## src/rtl/instr_fetch.sv

```systemverilog
// Instruction fetch unit: keeps the PC, reads a synchronous instruction memory and issues
// decoded fields to decode/execute under a valid/ready handshake.
module instr_fetch #(
   parameter int unsigned       ADDR_W   = 8,
   parameter logic [ADDR_W-1:0] PC_RESET = '0,
   parameter logic [5:0]        HALT_OP  = 6'h3F
) (
   input  logic              clk,
   input  logic              reset,
   input  logic              en,
   output logic [ADDR_W-1:0] mem_addr,
   output logic              mem_rd,
   input  logic [31:0]       mem_data,
   output logic              instr_valid,
   input  logic              instr_ready,
   output logic [5:0]        Opcode,
   output logic [5:0]        FUNCT,
   output logic [4:0]        rs,
   output logic [4:0]        rt,
   output logic [4:0]        rd,
   output logic [15:0]       imm,
   output logic [25:0]       jaddr,
   output logic [ADDR_W-1:0] pc_out,
   input  logic              redirect,
   input  logic [ADDR_W-1:0] redirect_addr,
   output logic              halted
);

   localparam logic [5:0] JumpOp = 6'h02;

   typedef enum logic [2:0] {
      StIdle,
      StFetch,
      StWait,
      StIssue,
      StHalt
   } state_e;

   state_e            state_q, state_d;
   logic [ADDR_W-1:0] pc_q, pc_d;
   logic [ADDR_W-1:0] pc_ir_q, pc_ir_d;
   logic [31:0]       ir_q, ir_d;
   logic              handshake;
   logic              redirect_active;

   assign handshake       = (state_q == StIssue) && instr_ready;
   assign redirect_active = redirect &&
                            ((state_q == StFetch) || (state_q == StWait) || (state_q == StIssue));

   always_comb begin
      state_d = state_q;
      pc_d    = pc_q;
      ir_d    = ir_q;
      pc_ir_d = pc_ir_q;

      case (state_q)
         StIdle: begin
            if (redirect) begin
               pc_d = redirect_addr;
            end else if (en) begin
               state_d = StFetch;
            end
         end
         StFetch: begin
            state_d = StWait;
         end
         StWait: begin
            ir_d    = mem_data;
            pc_ir_d = pc_q;
            state_d = StIssue;
         end
         StIssue: begin
            if (handshake) begin
               if (ir_q[31:26] == HALT_OP) begin
                  state_d = StHalt;
               end else begin
                  if (ir_q[31:26] == JumpOp) begin
                     pc_d = ir_q[ADDR_W-1:0];
                  end else begin
                     pc_d = pc_q + ADDR_W'(1);
                  end
                  state_d = en ? StFetch : StIdle;
               end
            end
         end
         StHalt: begin
            state_d = StHalt;
         end
         default: begin
            state_d = StIdle;
         end
      endcase

      // A redirect squashes the pending read or issue and restarts fetch at the target.
      if (redirect_active) begin
         pc_d    = redirect_addr;
         state_d = StFetch;
         ir_d    = ir_q;
         pc_ir_d = pc_ir_q;
      end
   end

   always_ff @(posedge clk) begin
      if (reset) begin
         state_q <= StIdle;
         pc_q    <= PC_RESET;
         pc_ir_q <= PC_RESET;
         ir_q    <= '0;
      end else begin
         state_q <= state_d;
         pc_q    <= pc_d;
         pc_ir_q <= pc_ir_d;
         ir_q    <= ir_d;
      end
   end

   assign mem_addr    = pc_q;
   assign mem_rd      = (state_q == StFetch);
   assign instr_valid = (state_q == StIssue);
   assign halted      = (state_q == StHalt);

   assign Opcode = ir_q[31:26];
   assign FUNCT  = ir_q[5:0];
   assign rs     = ir_q[25:21];
   assign rt     = ir_q[20:16];
   assign rd     = ir_q[15:11];
   assign imm    = ir_q[15:0];
   assign jaddr  = ir_q[25:0];
   assign pc_out = pc_ir_q;

endmodule

```

## config.mk

```make
export PLATFORM = sky130hd
export DESIGN_NAME = instr_fetch
export DESIGN_NICKNAME = d
export VERILOG_FILES = /design/src/rtl/instr_fetch.sv
export SDC_FILE = /design/constraint.sdc
export NUM_CORES = 1
export LEC_CHECK = 0
export ABC_AREA = 1
export CORE_MARGIN = 2
export CORE_UTILIZATION = 42
export DETAILED_ROUTE_END_ITERATION = 16
export PLACE_DENSITY = 0.8
export SLEW_MARGIN = 10
export SYNTH_ARGS = -nofsm -noshare
export SYNTH_HDL_FRONTEND = slang
export SYNTH_SLANG_ARGS = --single-unit
```

## constraint.sdc

```tcl
create_clock -name clk -period 3.89 [get_ports clk]
set_clock_uncertainty 0.05 [all_clocks]
set_input_delay 0.778 -clock clk [delete_from_list [all_inputs] [get_ports clk]]
set_output_delay 0.778 -clock clk [all_outputs]
set_load 0.1 [all_outputs]
```

== Word-level counts from Yosys, hierarchy flattened ==
Cells that the tools add are included.

* Register bits after elaboration: 51
* Bits in latches: 0
* Bits in writable memories: 0
* Bits in read-only memories: 0
* Word-level logic and storage cells: 45
* Memories kept: 0

* Add/sub/neg operators: 1
* $mul: 0
* Div/mod/pow operators: 0
* Order comparisons: 0
* Equality and inequality tests: 14
* Shift-type cells: 0
* Mux-type cells: 13
* Bitwise logic cells: 1
* Reductions and logical operators: 11

{| class="wikitable"
|+ Operators with widths
! cell !! count
|-
| $mux W8 || 5
|-
| $pmux W8 S2 || 1
|-
| $pmux W3 S5 || 1
|-
| $mux W3 || 4
|-
| $ne A3 B3 Y1 const B || 4
|-
| $add A8 B1 Y8 const B || 1
|-
| $eq A3 B2 Y1 const B || 2
|-
| $eq A6 B2 Y1 const B || 1
|-
| $eq A6 B6 Y1 const B || 1
|-
| $reduce_and A3 Y1 || 2
|-
| $ne A2 B2 Y1 const B || 2
|-
| $reduce_and A4 Y1 || 1
|-
| $eq A3 B1 Y1 const B || 1
|-
| $eq A3 B3 Y1 const B || 1
|-
| $logic_not A3 Y1 || 1
|-
| $ne A3 B1 Y1 const B || 1
|-
| $reduce_bool A3 Y1 || 1
|-
| $logic_and A1 B1 Y1 || 2
|-
| $logic_or A1 B1 Y1 || 2
|-
| $mux W1 || 2
|-
| $ne A2 B1 Y1 const B || 1
|-
| $reduce_and A2 Y1 || 1
|-
| $reduce_or A2 Y1 || 1
|-
| $not A1 Y1 || 1
|}

== Depth between registers and ports, before layout ==
Gate-level depths: netlist (run 1).

* Depth in word-level cells: 6
* Gate-level depth with buffers: 10

== Worst setup path after synthesis (run 1) ==
No wires, ideal clock.

* Kind: register to output
* From: reg state_q[0]
* To: out halted
* Arrival: 1843 ps
* Slack: 1219 ps
* Cell stages (with the launch flop): 4
* Path buffers: 0
* Cell sequence: dfxtp_1 > nor2_1 > inv_1 > nor2_1

* Longest elaborated chain between the ends: 1

{| class="wikitable"
|+ Ends and longest elaborated chain
! what !! RTL line !! source
|-
| start, declared || 39 || <nowiki>state_e state_q, state_d;</nowiki>
|-
| start signal, assigned || 105 || <nowiki>state_q <= StIdle;</nowiki>
|-
| start signal, assigned || 110 || <nowiki>state_q <= state_d;</nowiki>
|-
| $eq A3 B3 Y1 || 120 || <nowiki>assign halted = (state_q == StHalt);</nowiki>
|-
| end, declared || 26 || <nowiki>output logic halted</nowiki>
|}

No other way between the ends.

== Worst setup path after layout (run 1) ==
* From: reg state_q[2]
* To: out mem_rd

* Longest elaborated chain between the ends: 1

{| class="wikitable"
|+ Ends and longest elaborated chain
! what !! RTL line !! source
|-
| $eq A3 B1 Y1 || 118 || <nowiki>assign mem_rd = (state_q == StFetch);</nowiki>
|-
| end, declared || 12 || <nowiki>output logic mem_rd,</nowiki>
|}

No other way between the ends.

==> flow_metrics.env, run 1 <==
export IMPL_status="completed"
export IMPL_critPathLaunchType="flop"
export IMPL_start_util_pct=43.26
export IMPL_routed_wl_um=6813
export IMPL_area_delta_synth_final_pct=47.29
export IMPL_cts_setup_buffers=0
export IMPL_root_buffer="clkbuf_8"
export IMPL_drive_gt1_share_pct=4.946
export IMPL_dieWidth_um=82.09
export IMPL_vdd_drop_max_mv=0.3082
export IMPL_finalInstanceArea_um2=3772
export IMPL_fmax_ghz=0.3409
export IMPL_wire_per_inst_um=12.62
export IMPL_synthTopCellsByArea="dfxtp_1 (40%), nor2_1 (14%), buf_4 (11%)"
export IMPL_cts_resized=0
export IMPL_num_vias=2597
export IMPL_portBuffers=132
export IMPL_drt_iter0_drc=174
export IMPL_holdPathStages=2
export IMPL_clkTransAtPathRegs_ns=0.09
export IMPL_synthCells=376
export IMPL_syn_nets=422
export IMPL_post_route_period_util_pct=75.40
export IMPL_viasPerCell=4.809
export IMPL_cts_tree="built"
export IMPL_core_area_um2=5921
export IMPL_grt_overflow_total=0
export IMPL_antenna_cells_inserted=0
export IMPL_hold_viol_final=0
export IMPL_ys_types=26
export IMPL_die_h_um=82.09
export IMPL_tns_ns=0
export IMPL_fin_crit_ns=2.933
export IMPL_antenna_found_initial=0
export IMPL_cp_required_ns=3.06
export IMPL_seq_area_frac_synth_pct=39.86
export IMPL_yosysWarnings=0
export IMPL_cts_buffers=5
export IMPL_finalSetupViolCount=0
export IMPL_cts_htree_levels=2
export IMPL_yosys_area_top_type="dfxtp_1"
export IMPL_worstMarginPinSlew_ns=1.002
export IMPL_hold_path_class="flop to flop"
export IMPL_grt_start_max_net_pins=51
export IMPL_netlist_top_cells_count="nor2_1 (95), nand2_1 (59), dfxtp_1 (51)"
export IMPL_clock_sinks=51
export IMPL_syn_area_um2=2561
export IMPL_ant_nets=0
export IMPL_yosysMostFrequentCell="nor2_1"
export IMPL_grt_pass1_vias=2421
export IMPL_power_density_nw_per_um2=534.8
export IMPL_dpl_hpwl_um=4912
export IMPL_grt_pass1_wl_um=10620
export IMPL_worst_setup_path_type="flop to primary output"
export IMPL_drc_errors=0
export IMPL_fin_nets=510
export IMPL_rsz0062_at_grt="no"
export IMPL_synth_top_area_share_pct=39.86
export IMPL_clk_path_buf_depth=2
export IMPL_reg2reg_depth=7
export IMPL_drv_slew=0
export IMPL_num_rows=28
export IMPL_io_pins=133
export IMPL_placed_area_um2=3636
export IMPL_async_reset_ff_share_pct=0
export IMPL_crit_fanout=9
export IMPL_syn_area_per_cell_um2=6.812
export IMPL_grt_usage_pct=20.11
export IMPL_synth_edf_count=0
export IMPL_clkLatencyLatePin_ns=0.30
export IMPL_max_cap_violations=0
export IMPL_cp_arrival_ns=2.11
export IMPL_synth_seq_cells=51
export IMPL_cp_end_kind="primary output"
export IMPL_cts_hold_buf=0
export IMPL_die_area_um2=6739
export IMPL_first_pass_iters=4
export IMPL_relSlewSlack_pct=32.99
export IMPL_synth_top_flop_cell="dfxtp_1"
export IMPL_gp_congestion=0.8112
export IMPL_power_leakage_nw=1.586
## cell type report
type	count	area, µm²
fillers	545	2148
repair buffers	134	1334
multi-input cells	249	1101
flip-flops and latches	51	1021
well taps	75	93.84
inverters	23	86.33
clock buffers	5	68.82
clock inverters	3	67.56
## cells by family after synthesis
family                     count (synthesis)  share of synthesized area, %
and+or+nand+nor                          187                         30.34
xor gates and xnor gates                   1                        0.3420
DFF                                       51                         39.86
buffers and inverters                     76                         17.15
adders and majority gates                  1                        0.4884
AOI/OAI and AO/OA                         60                         11.82
## sequential cells by signal (all words and copies together), names as in the netlist
name and flops:
pc_out 8, mem_addr 8, ir_q 32, state_q 3
## cells in the final DEF (no fill, tap or decap), drive strengths merged
cell type / netlist / final
nand4: 4 / 4
clkinvlp: 0 / 1
bufinv: 0 / 2
xnor2: 1 / 1
clkbuf: 9 / 5
clkdlybuf4s50: 0 / 131
o22ai: 1 / 1
a31oi: 1 / 1
o21ai: 44 / 44
or2: 1 / 1
nand3: 19 / 19
dfxtp: 51 / 51
inv: 23 / 23
nor2: 101 / 101
a21oi: 14 / 14
ha: 1 / 1
buf: 44 / 3
nand3b: 1 / 1
nand2: 61 / 61
## per-layer routing
| layer | vias to the layer above | share of wire [%] | GRT usage [%] | routed length, µm |
|---|---|---|---|---|
| li1 | 1326 | - | - | - |
| met1 | 1176 | 44 | 23.90 | 2986 |
| met2 | 91 | 49 | 35.93 | 3320 |
| met3 | 4 | 6.8 | 5.543 | 462 |
| met4 | 0 | 0.65 | 4.667 | 44 |
| met5 | - | 0 | 0 | 0 |
## worst paths after layout
check / startpoint / to / slack (ns)
setup / recovery: state_q[2] / mem_rd / 0.96
hold / removal: ir_q[27] / ir_q[27] / 0.44
setup reg to reg: state_q[2] / ir_q[4] / 2.00
hold reg to reg: ir_q[27] / ir_q[27] / 0.44
## power breakdown
| part | internal, W | switching (W) |
|---|---|---|
| combinational | 0.000225 | 0.000732 |
| clock | 0.000256 | 0.000177 |
| sequential | 0.000573 | 0.0000537 |
## worst max-delay path, stage by stage, from the launching register on
cell and delay, ns:
dfxtp_1 0.34, inv_2 0.13, nand2_1 0.06, nor2_1 0.12, clkdlybuf4s50_1 1.15
## stage by stage
stage / cells / setup slack (ns) / total power [W] / hold WS, ns / utilization (%)
after global placement: 532 / 1.324 / 0.001586 / 0.4253 / 61.41
after global routing: 540 / 0.8532 / 0.002102 / 0.4994 / 63.72
after floorplan: 376 / 1.219 / 0.001403 / 0.4799 / -
after CTS: 540 / 0.9544 / 0.002028 / 0.4478 / 63.72
final: 540 / 0.9570 / 0.002018 / 0.4434 / 63.72
after detailed placement: 532 / 1.297 / 0.001594 / 0.4339 / 61.41
(Power assumes the default switching activity.)
==> inputs of run 2 (changes only) <==
- CORE_UTILIZATION: 42 -> 40
- PLACE_DENSITY: 0.8 -> 0.77
- clock period: 3.89 -> 2.9 ns (I/O delays scaled with it)
==> run 2 against run 1 <==
Against the previous run:
- worst setup slack got worse by 0.042 ns
- register-to-register slack got worse by 0.84 ns
- flip-flop and latch count unchanged
- sequential share of layout area increased by 1.7 points
- clock power increased by 17%
- global-route usage decreased by 0.96 points
- utilization decreased by 7.2 points
- hold slack about the same
- non-clock buffer count increased by 1
- first-iteration DRC count increased by 8.0%
- wire length increased by 0.16%
- critical path type unchanged
==> flow_metrics.env, run 2 (synthesis results as in run 1) <==
export IMPL_hold_viol_final=0
export IMPL_clkPwrFrac_pct=19.6
export IMPL_grt_start_max_net_pins=51
export IMPL_cts_resized=0
export IMPL_clock_sinks=51
export IMPL_cts_setup_buffers=0
export IMPL_core_area_um2=6277
export IMPL_dieWidth_um=84.02
export IMPL_largest_register="ir_q"
export IMPL_p_sw_w=0.001285
export IMPL_die_area_um2=7059
export IMPL_final_common_cell="nor2_1"
export IMPL_min_to="ir_q[27]"
export IMPL_cp_end_kind="primary output"
export IMPL_drv_slew=0
export IMPL_worstMarginPinSlew_ns=0.5589
export IMPL_vdd_drop_max_mv=0.4466
export IMPL_portBuffers=132
export IMPL_pwr_share_comb_pct=48.0
export IMPL_drt_iter0_drc=188
export IMPL_gp_congestion=0.8296
export IMPL_area_delta_synth_final_pct=38.45
export IMPL_holdPathStages=2
export IMPL_drc_errors=0
export IMPL_num_vias=2566
export IMPL_crit_fanout=6
export IMPL_hold_path_class="flop to flop"
export IMPL_num_rows=29
export IMPL_cts_buffers=5
export IMPL_mostFrequentLayoutCells="nor2_1 (95), buf_4 (91), nand2_1 (59), dfxtp_1 (51), clkdlybuf4s50_1 (44)"
export IMPL_reg2reg_to="mem_addr[5]"
export IMPL_dpl_hpwl_um=5043
export IMPL_worst_setup_path_type="flop to primary output"
export IMPL_max_cap_violations=0
export IMPL_viasPerCell=4.726
export IMPL_die_h_um=84.02
export IMPL_grt_pass1_vias=2396
export IMPL_wire_per_inst_um=12.57
export IMPL_reg2reg_from="ir_q[27]"
export IMPL_grt_overflow_total=0
export IMPL_rsz0062_at_grt="no"
export IMPL_status="completed"
export IMPL_cts_hold_buf=0
export IMPL_grt_usage_pct=19.15
export IMPL_netSwitchingFraction_pct=49.42
export IMPL_fin_crit_ns=1.985
export IMPL_grt_pass1_wl_um=11090
export IMPL_fillCellCount=629
export IMPL_start_util_pct=40.80
export IMPL_tns_ns=0
export IMPL_clkLatencyLatePin_ns=0.30
export IMPL_reg2reg_depth=9
export IMPL_antenna_found_initial=0
export IMPL_p_seq_share_pct=32.4
export IMPL_root_buffer="clkbuf_8"
export IMPL_first_pass_iters=4
export IMPL_final_core_util_pct=56.49
export IMPL_power_leakage_nw=1.756
export IMPL_reg2reg_slack_ns=1.16
export IMPL_post_route_period_util_pct=68.46
export IMPL_critPathLaunchType="flop"
export IMPL_ant_nets=0
export IMPL_cts_htree_levels=2
export IMPL_cts_tree="built"
export IMPL_clkTransAtPathRegs_ns=0.09
export IMPL_io_pins=133
export IMPL_largest_reg_flops=32
export IMPL_clk_path_buf_depth=2
export IMPL_routed_wl_um=6824
export IMPL_antenna_cells_inserted=0
export IMPL_cp_required_ns=2.27
export IMPL_p_int_w=0.001315
export IMPL_relSlewSlack_pct=62.69
export IMPL_cp_arrival_ns=1.36
export IMPL_fin_nets=511
export IMPL_power_density_nw_per_um2=733.1
export IMPL_fmax_ghz=0.5037
export IMPL_drive_gt1_share_pct=23.82
export IMPL_finalSetupViolCount=0
export IMPL_hold_path_startpoint="ir_q[27]"
==> run 2: cell types whose count changed in the layout (fill, tap and decap cells not counted) <==
cell / before / now
buf_4: 3 / 91
bufinv_16: 2 / 1
clkbuf_8: 5 / 6
clkdlybuf4s50_1: 131 / 44
clkinv_2: 0 / 1
clkinvlp_4: 1 / 0
==> run 2: worst max-delay path by stage <==
stage / from / slack, ns / endpoint
3_3_place_gp: redirect / 0.78 / mem_addr[6]
3_5_place_dp: redirect / 0.68 / mem_addr[4]
4_1_cts: state_q[0] / 0.91 / halted
5_1_grt: state_q[0] / 0.80 / halted
2_1_floorplan: state_q[0] / 0.43 / halted
6_report: state_q[0] / 0.91 / halted
==> run 2: cell type report <==
cell class	instances	area, µm²	share of cell area, %
Timing Repair Buffer	135	1124	31.69
Multi-Input combinational cell	249	1101	31.05
Sequential cell	51	1021	28.79
Tap cell	77	96.34	2.717
Inverter	23	86.33	2.435
Clock buffer	6	82.58	2.329
Clock inverter	2	35.03	0.9880
==> run 2: metrics by stage <==
step / cells / total power (W) / worst slack, ns / instance area (µm²) / hold WS (ns)
floorplan: 376 / 0.001882 / 0.4267 / 2561 / 0.4799
global placement: 535 / 0.002097 / 0.7799 / 3428 / 0.4206
detailed placement: 535 / 0.002108 / 0.6821 / 3428 / 0.4347
CTS: 543 / 0.002620 / 0.9123 / 3546 / 0.4484
global route: 543 / 0.002718 / 0.7969 / 3546 / 0.4752
finish: 543 / 0.002599 / 0.9146 / 3546 / 0.4436
==> run 2: worst max-delay path: stages (launching register included) <==
cell,delay (ns)
dfxtp_1,0.36
nor2_1,0.22
inv_1,0.08
nor2_1,0.09
buf_4,0.29
==> run 2: power by group through the flow <==
stage | clock network, W | logic (W) | registers, W
floorplan | 0 | 0.000590 | 0.00129
global route | 0.000555 | 0.00131 | 0.000855
global placement | 0 | 0.00124 | 0.000855
CTS | 0.000525 | 0.00125 | 0.000842
finish | 0.000508 | 0.00125 | 0.000842
detailed placement | 0 | 0.00125 | 0.000857
==> run 2: per-layer routing <==
| layer | part of all wire, % | up-vias | GRT usage, % |
|---|---|---|---|
| met1 | 42 | 1128 | 23.35 |
| li1 | - | 1327 | - |
| met5 | 0 | - | 0 |
| met3 | 7.7 | 8 | 5.242 |
| met2 | 49 | 103 | 32.76 |
| met4 | 1.3 | 0 | 5.718 |
